===== src/rtl/pipa_moding_pkg.sv =====
// Shared constants and types for the PIPA moding generator.
// Axis indices, the legacy 3-3 default counts and the plus/minus config record.
package pipa_moding_pkg;

  localparam int AXIS_X = 0;
  localparam int AXIS_Y = 1;
  localparam int AXIS_Z = 2;

  localparam int MODING_CNT_W  = 3;
  localparam int DEF_PLUS_CNT  = 3;
  localparam int DEF_MINUS_CNT = 3;

  typedef struct packed {
    logic [MODING_CNT_W-1:0] plus;
    logic [MODING_CNT_W-1:0] minus;
  } moding_cfg_t;

  localparam moding_cfg_t DEF_CFG = '{plus:  MODING_CNT_W'(DEF_PLUS_CNT),
                                      minus: MODING_CNT_W'(DEF_MINUS_CNT)};

endpackage


===== src/rtl/pipa_axis_phase.sv =====
// One PIPA axis: active/shadow moding ratio, pending flag, phase counter
// and the plus/minus select derived from them.
module pipa_axis_phase
  import pipa_moding_pkg::*;
#(
  parameter int CNT_W     = 3,
  parameter int DEF_PLUS  = DEF_PLUS_CNT,
  parameter int DEF_MINUS = DEF_MINUS_CNT
) (
  input  logic             clk,
  input  logic             srst,
  input  logic             sw_rise,
  input  logic             wr_en,
  input  logic [CNT_W-1:0] wr_plus,
  input  logic [CNT_W-1:0] wr_minus,
  output logic             pending,
  output logic             plus_sel,
  output logic             minus_sel
);

  logic [CNT_W-1:0] act_plus_reg;
  logic [CNT_W-1:0] act_minus_reg;
  logic [CNT_W-1:0] shd_plus_reg;
  logic [CNT_W-1:0] shd_minus_reg;
  logic             pending_reg;
  logic [CNT_W:0]   phase_reg;
  logic [CNT_W:0]   len;

  // One extra bit so the largest plus+minus sum cannot wrap.
  assign len = {1'b0, act_plus_reg} + {1'b0, act_minus_reg};

  // Phase stepping, shadow adoption and shadow writes. The write is placed
  // after the adoption so a coincident write re-arms pending, while the
  // adoption still copies the shadow value held before this edge.
  always_ff @(posedge clk) begin
    if (srst) begin
      act_plus_reg  <= CNT_W'(DEF_PLUS);
      act_minus_reg <= CNT_W'(DEF_MINUS);
      shd_plus_reg  <= CNT_W'(DEF_PLUS);
      shd_minus_reg <= CNT_W'(DEF_MINUS);
      pending_reg   <= 1'b0;
      phase_reg     <= '0;
    end else begin
      if (sw_rise) begin
        if (pending_reg) begin
          act_plus_reg  <= shd_plus_reg;
          act_minus_reg <= shd_minus_reg;
          phase_reg     <= '0;
          pending_reg   <= 1'b0;
        end else if (len == '0) begin
          phase_reg <= '0;
        end else begin
          phase_reg <= (phase_reg == len - 1'b1) ? '0 : phase_reg + 1'b1;
        end
      end
      if (wr_en) begin
        shd_plus_reg  <= wr_plus;
        shd_minus_reg <= wr_minus;
        pending_reg   <= 1'b1;
      end
    end
  end

  // Plus for the first active_plus phases, minus for the rest; silent at 0/0.
  always_comb begin
    plus_sel  = (len != '0) && (phase_reg < {1'b0, act_plus_reg});
    minus_sel = (len != '0) && !plus_sel;
  end

  assign pending = pending_reg;

endmodule


===== src/rtl/pipa_moding_gen.sv =====
// PIPA moding generator: per-axis plus/minus pulse trains gated by PIPDAT and
// stepped by rising edges of PIPASW, all on SIM_CLK.
// Optional build macro PIPA_NET_COUNT_EN adds per-axis signed net pulse
// counters (net_count) with a clear input (cnt_clr).
module pipa_moding_gen
  import pipa_moding_pkg::*;
#(
  parameter int NUM_AXES  = 3,
  parameter int CNT_W     = 3,
  parameter int DEF_PLUS  = DEF_PLUS_CNT,
  parameter int DEF_MINUS = DEF_MINUS_CNT,
  parameter int AXIS_W    = 2
) (
  input  logic                SIM_CLK,
  input  logic                SIM_RST,
  input  logic                PIPASW,
  input  logic                PIPDAT,
  input  logic                cfg_we,
  input  logic [AXIS_W-1:0]   cfg_axis,
  input  logic [CNT_W-1:0]    cfg_plus,
  input  logic [CNT_W-1:0]    cfg_minus,
  output logic [NUM_AXES-1:0] cfg_pending,
  output logic [NUM_AXES-1:0] PIPAp,
  output logic [NUM_AXES-1:0] PIPAm
`ifdef PIPA_NET_COUNT_EN
  ,
  input  logic                   cnt_clr,
  output logic [NUM_AXES*16-1:0] net_count
`endif
);

  logic                sw_q_reg;
  logic                sw_rise;
  logic [NUM_AXES-1:0] plus_sel;
  logic [NUM_AXES-1:0] minus_sel;

  // PIPASW edge detector; the phase logic runs on SIM_CLK only.
  always_ff @(posedge SIM_CLK) begin
    if (SIM_RST) begin
      sw_q_reg <= 1'b0;
    end else begin
      sw_q_reg <= PIPASW;
    end
  end

  assign sw_rise = PIPASW & ~sw_q_reg;

  // Config demux: an axis index with no matching instance selects nothing,
  // so out-of-range writes leave every axis untouched.
  for (genvar gi = 0; gi < NUM_AXES; gi++) begin : g_axis
    logic wr_en;
    assign wr_en = cfg_we && (cfg_axis == AXIS_W'(gi));

    pipa_axis_phase #(
      .CNT_W    (CNT_W),
      .DEF_PLUS (DEF_PLUS),
      .DEF_MINUS(DEF_MINUS)
    ) u_axis (
      .clk      (SIM_CLK),
      .srst     (SIM_RST),
      .sw_rise  (sw_rise),
      .wr_en    (wr_en),
      .wr_plus  (cfg_plus),
      .wr_minus (cfg_minus),
      .pending  (cfg_pending[gi]),
      .plus_sel (plus_sel[gi]),
      .minus_sel(minus_sel[gi])
    );

    // PIPDAT passes straight through so the pulse has no added latency.
    assign PIPAp[gi] = PIPDAT & plus_sel[gi]  & ~SIM_RST;
    assign PIPAm[gi] = PIPDAT & minus_sel[gi] & ~SIM_RST;
  end

`ifdef PIPA_NET_COUNT_EN
  logic pd_q_reg;
  logic pd_rise;

  // PIPDAT edge detector for the net counters.
  always_ff @(posedge SIM_CLK) begin
    if (SIM_RST) begin
      pd_q_reg <= 1'b0;
    end else begin
      pd_q_reg <= PIPDAT;
    end
  end

  assign pd_rise = PIPDAT & ~pd_q_reg;

  for (genvar gi = 0; gi < NUM_AXES; gi++) begin : g_cnt
    logic [15:0] cnt_reg;

    // Signed net pulse count, wrapping; clear beats a coincident pulse.
    always_ff @(posedge SIM_CLK) begin
      if (SIM_RST || cnt_clr) begin
        cnt_reg <= '0;
      end else if (pd_rise) begin
        if (plus_sel[gi]) begin
          cnt_reg <= cnt_reg + 16'd1;
        end else if (minus_sel[gi]) begin
          cnt_reg <= cnt_reg - 16'd1;
        end
      end
    end

    assign net_count[gi*16 +: 16] = cnt_reg;
  end
`endif

endmodule


===== config.mk =====
export PLATFORM = sky130hd
export DESIGN_NAME = pipa_moding_gen
export DESIGN_NICKNAME = d
export VERILOG_FILES = /design/src/rtl/pipa_moding_pkg.sv /design/src/rtl/pipa_axis_phase.sv /design/src/rtl/pipa_moding_gen.sv
export SDC_FILE = /design/constraint.sdc
export NUM_CORES = 1
export LEC_CHECK = 0
export CORE_MARGIN = 2
export CORE_UTILIZATION = 59
export CTS_CLUSTER_DIAMETER = 120
export DETAILED_ROUTE_END_ITERATION = 12
export PLACE_DENSITY = 0.82
export SLEW_MARGIN = 20
export SYNTH_ARGS = -nofsm -noshare
export SYNTH_HDL_FRONTEND = slang
export SYNTH_SLANG_ARGS = --single-unit
export TNS_END_PERCENT = 10

===== constraint.sdc =====
create_clock -name SIM_CLK -period 3.72 [get_ports SIM_CLK]
set_input_delay 0.372 -clock SIM_CLK [delete_from_list [all_inputs] [get_ports SIM_CLK]]
set_output_delay 0.372 -clock SIM_CLK [all_outputs]
set_load 0.02 [all_outputs]

* After elaboration in Yosys (flattened, before gate mapping)
Cells that the tools add are included.
** Operators by class
- Add/sub/neg operators :: 9
- Magnitude comparators :: 3
- Equal/unequal tests :: 5
- Muxes and demuxes :: 13
- Bitwise operators :: 15
- Reductions and logical operators :: 25
** Operators with widths (number)
- 4-bit two-way mux :: 9
- 1-bit bitwise AND :: 13
- 3-bit by 3-bit adder with 4-bit output :: 3
- 4-bit by 1-bit adder with 4-bit output, second input constant :: 3
- 4-bit equality test :: 3
- 4-bit logical NOT :: 3
- 4-bit by 3-bit less-than comparator with 1-bit output :: 3
- 4-bit nonzero test :: 3
- 4-bit by 1-bit subtractor with 4-bit output, second input constant :: 3
- 1-bit logical AND :: 9
- 2-bit AND reduction :: 3
- 2-bit nonzero test :: 3
- 1-bit two-way mux :: 4
- 1-bit logical NOT :: 3
- 2-bit by 1-bit equality test with 1-bit output, second input constant :: 1
- 2-bit equality test, second input constant :: 1
- 2-bit logical NOT :: 1
- 1-bit NOT :: 2
** Storage, ports and cells
- Flip-flop bits (word level) :: 52

* Logic depth before layout (Yosys ltp)
- Depth after elaboration :: 7
- Mapped depth :: 10
- Depth with buffers taken out :: 10

* Cells and area by module
A second synthesis with hierarchy kept.
** Second synthesis, totals
- Cells, all modules :: 312
- Area total of the unflattened synthesis :: 2996.6 um^2
** Modules (own cells, without submodules)
- pipa_axis_phase :: times used 3, cells each 100, area an instance 962.2 um^2, seq. area each 340.3 um^2
- pipa_moding_gen :: times used 1, cells each 12, area an instance 110.1 um^2, seq. area each 20.0 um^2

* Least setup slack after synthesis
OpenSTA, ideal clock, no wires.
- Path kind :: register -> register
- Start :: register g_axis[2].u_axis.act_minus_reg[0]
- End :: register g_axis[2].u_axis.phase_reg[3]
- Setup time :: 0.074 ns
- Arrival :: 2.572 ns
- Data required time :: 3.646 ns
- Path slack :: 1.074 ns
- Cell stages (with the launch flop) :: 11
- Path buffers :: 0
- Period minus slack after synthesis :: 2.646 ns
- Cell sequence :: dfxtp_1 > ha_1 > fa_1 > inv_1 > ha_1 > xnor2_1 > xnor2_1 > o41ai_1 > a2111oi_4 > nand3_1 > a31oi_1
** On the way
- Word-level cells in the longest chain between the ends :: 6
- Elaborated cells between the ends (all ways) :: 7
** Ends and longest elaborated chain
- from (decl) :: line pipa_axis_phase.sv:22 : logic [CNT_W-1:0] act_minus_reg;
- from (signal assigned) :: line pipa_axis_phase.sv:38 : act_minus_reg <= CNT_W'(DEF_MINUS);
- from (signal assigned) :: line pipa_axis_phase.sv:47 : act_minus_reg <= shd_minus_reg;
- 3-bit by 3-bit adder with 4-bit output (*) :: line pipa_axis_phase.sv:30 : assign len = {1'b0, act_plus_reg} + {1'b0, act_minus_reg};
- 4-bit by 1-bit subtractor with 4-bit output :: line pipa_axis_phase.sv:53 : phase_reg <= (phase_reg == len - 1'b1) ? '0 : phase_reg + 1'b1;
- 4-bit equality test :: line pipa_axis_phase.sv:53
- 4-bit two-way mux :: line pipa_axis_phase.sv:53
- 4-bit two-way mux (*) :: line pipa_axis_phase.sv:50 : end else if (len == '0) begin
- 4-bit two-way mux (*) :: line pipa_axis_phase.sv:45 : if (pending_reg) begin
- to (signal assigned) :: line pipa_axis_phase.sv:53
- to (decl) :: line pipa_axis_phase.sv:26 : logic [CNT_W:0] phase_reg;
Every way passes the cells marked *; elsewhere a longest branch is shown, timed or not.
A chain may end at the register's enable or synchronous reset.

* Worst setup path in the final report
- Start :: register g_axis[1].u_axis.act_plus_reg[0]
- End :: output PIPAm[1]
** On the way
- Word-level cells in the longest chain between the ends :: 7
- Elaborated cells between the ends (all ways) :: 8
** Ends and longest elaborated chain
- from (decl) :: line pipa_axis_phase.sv:21 : logic [CNT_W-1:0] act_plus_reg;
- from (signal assigned) :: line pipa_axis_phase.sv:37 : act_plus_reg <= CNT_W'(DEF_PLUS);
- from (signal assigned) :: line pipa_axis_phase.sv:46 : act_plus_reg <= shd_plus_reg;
- 3-bit by 3-bit adder with 4-bit output :: line pipa_axis_phase.sv:30
- 4-bit nonzero test :: line pipa_axis_phase.sv:66, pipa_axis_phase.sv:67
- 1-bit logical AND :: line pipa_axis_phase.sv:66 : plus_sel = (len != '0) && (phase_reg < {1'b0, act_plus_reg});
- 1-bit logical NOT :: line pipa_axis_phase.sv:67 : minus_sel = (len != '0) && !plus_sel;
- 1-bit logical AND (*) :: line pipa_axis_phase.sv:67
- 1-bit bitwise AND (*) (2 in series) :: line pipa_moding_gen.sv:72 : assign PIPAm[gi] = PIPDAT & minus_sel[gi] & ~SIM_RST;
- to (decl) :: line pipa_moding_gen.sv:24 : output logic [NUM_AXES-1:0] PIPAm
Marks and branches as above.

==> flow_summary.ini <==
[power_and_ir_drop]
p_leak_nw = 1.36
ir_drop_mv = 0.246
power.density_mw_per_mm2 = 331

[grt]
use_met3_pct = 3.70
grt-ovfl-total = 0
grt_pass1_vias = 2184
grt_pass1_wl_um = 10100
grt_max_degree = 53
grt_util_all_layers_pct = 22.9
busiest_layer = met2
antenna_found_initial = 0
grt.met1_usage_pct = 30.6
use_met2_pct = 38.1

[setup_path]
path_class = reg -> out
critPathLaunch = g_axis[1].u_axis.act_plus_reg[0]$_SDFFE_PP1P_
required_ns = 3.35
critical-path-max-stage-delay_ns = 0.55
r2r_start = g_axis[1].u_axis.act_plus_reg[0]$_SDFFE_PP1P_
cp_max_fo = 5
cp.arrival_ns = 2.86
rrSetupSlack_ns = 0.77
startpoint_type = flop
critPathSlowestCell = fa_1
end_kind = output port
cp_cell_sequence = ha_1 -> fa_1 -> inv_1 -> ha_1 -> inv_1 -> or2_2 -> o21ai_0 -> nor2b_1 -> clkdlybuf4s50_1

[yosys]
yosys_warnings = 0
syn_inst = 330
yosys.cell_types.count = 35
ys_seq_area_share_pct = 34.5
avgSynthCellArea_um2 = 9.14
syn-num-nets = 367
synth_most_common_cell = dfxtp_1
synth.top_cells.by_area = dfxtp_1 (35%), ha_1 (8.7%), a211o_1 (5.8%)
synth_top_area_cell = dfxtp_1
async_reset_ff_share_pct = 0
synth_edf_count = 0
ys_top_cells_by_count = dfxtp_1 (52), nand2_1 (36), inv_1 (22), nor2_1 (22), ha_1 (21)
yosysTopAreaCellShare_pct = 34.5
netlist_area_mm2 = 0.00302
synth_ff_type = dfxtp_1
ys_ff_latch = 52

[routing]
ant_nets = 0
drt-total-wl_um = 5780
num_vias = 2357
drcViolationCount = 0
wl_per_cell_um = 14.1
drtPass1Iterations = 4
vias_per_cell = 5.75
drt-initial-drc-count = 109

[layout]
nets = 377
fillCellCount = 418
largest_reg_flops = 12
n_antenna_cell = 0
drive_gt1_share_pct = 9.71
postLayoutCellArea_mm2 = 0.00332
areaGrowthSynthToFinish_pct = 9.91

[cts]
clock-sinks = 52
root_buffer = clkbuf_8
clk_latency_ns = 0.30
clkTransAtPathRegs_ns = 0.09
postCtsSetupRepairBufs = 0
cts_tree = done
post_cts_resized = 0
cts_hold_buf = 0
clockBufferDepth = 2
htree_levels = 2
cts_made_buffers = 5

[place]
io_buffer_count = 21
place_area_mm2 = 0.00322
gp_congestion = 0.823
hpwl_um = 4250

[floorplanning]
start_util_pct = 60.2
die_area_mm2 = 0.00570
pin_count = 22
core_mm2 = 0.00501
fp.dieH_um = 75.5
rows = 26
dieWidth_um = 75.5

[timing]
fin_crit_ns = 3.23
relSlewSlack_pct = 58.7
fin_crit_sh_pct = 86.8
worst_pin_slew_ns = 0.611
fmax_mhz = 310
setup_violations = 0
rsz0062_at_grt = no
hold_viol_final = 0
clock_skew_ns = 0.00745
setup_tns_ns = 0
maxSlewViolCount = 0

[outcome]
status = complete, no violations

[hold_path]
min-delay-start = g_axis[1].u_axis.shd_minus_reg[1]$_SDFFE_PP1P_
hold_class = reg -> reg

[flow_run]
cap_violations = 0
==> kinds of logic after synthesis <==
logic type / synth area share, %
and+or+nand+nor: 19.5
AOI/OAI and AO/OA: 20.9
DFF: 34.5
buffers and inverters: 6.88
adders and majority gates: 10.7
xor gates and xnor gates: 5.10
muxes: 2.32
==> final timing paths <==
check	endpoint	cells after the start
worst max register to register	g_axis[1].u_axis.phase_reg[3]$_SDFFE_PP0P_	10
worst max-delay path	PIPAm[1]	9
worst min register to register	g_axis[1].u_axis.shd_minus_reg[1]$_SDFFE_PP1P_	1
worst min-delay path	g_axis[1].u_axis.shd_minus_reg[1]$_SDFFE_PP1P_	1
==> cell type report <==
cell class | instances | area [um^2] | share of cell area [%]
Tap cell | 70 | 87.6 | 2.64
Multi-Input combinational cell | 234 | 1770 | 53.3
Timing Repair Buffer | 25 | 240 | 7.25
Sequential cell | 52 | 1040 | 31.4
Inverter | 22 | 82.6 | 2.49
Clock buffer | 7 | 96.3 | 2.91
==> per-layer routing <==
layer	part of all wire, %	wire [um]	vias up
li1	-	-	1183
met2	47	2740	41
met1	48	2770	1124
met3	2.7	158	9
met5	0	0	-
met4	1.9	110	0
==> cells in the final DEF, fill, tap and decap left out <==
master / synthesis / routed
o41ai_1: 3 / 3
clkdlybuf4s50_1: 0 / 21
clkbuf_8: 0 / 7
a22oi_2: 3 / 3
o31ai_1: 3 / 3
dfxtp_1: 52 / 52
nand2b_1: 4 / 4
nand2_1: 36 / 36
a21o_1: 6 / 6
a21oi_1: 17 / 17
or2_2: 4 / 4
mux2i_1: 7 / 7
a2111oi_2: 3 / 3
ha_1: 21 / 21
buf_4: 3 / 4
and3_1: 9 / 9
a211o_1: 20 / 20
nor2b_1: 10 / 10
nor3b_1: 1 / 1
fa_1: 3 / 3
nand3b_1: 11 / 11
nor2_1: 22 / 22
or4_4: 3 / 3
a2111oi_4: 3 / 3
a311o_1: 3 / 3
a31oi_1: 6 / 6
o21ai_0: 3 / 3
xnor2_1: 6 / 6
o31a_2: 3 / 3
xor2_2: 3 / 3
nor4_1: 3 / 3
xor2_1: 6 / 6
nand3_1: 12 / 12
inv_1: 22 / 22
==> power by group <==
part           switching [mW]  leakage, nW  internal (mW)
Sequential             0.0209        0.424          0.576
Clock                   0.171       0.0503          0.166
Combinational          0.0895        0.883         0.0762
Total                   0.281         1.36          0.818
==> through the flow <==
stage | worst slack, ns | total power [mW] | instances | hold slack (ns) | utilization, %
after global placement | 0.911 | 0.768 | 403 | 0.439 | 64.3
final | 0.493 | 1.10 | 410 | 0.459 | 66.2
after floorplan | 1.07 | 0.727 | 330 | 0.427 | -
after CTS | 0.478 | 1.11 | 410 | 0.462 | 66.2
after global routing | 0.304 | 1.14 | 410 | 0.475 | 66.2
after detailed placement | 0.812 | 0.774 | 403 | 0.441 | 64.3
==> critical path, delay by kind of cell (launching register included) <==
family / cells / cell delay, ns
flops: 1 / 0.34
compound gates: 1 / 0.23
buf+inv: 3 / 0.67
fa+ha+maj: 3 / 0.94
simple gates: 2 / 0.37
Power figures use the tool's default switching activity.
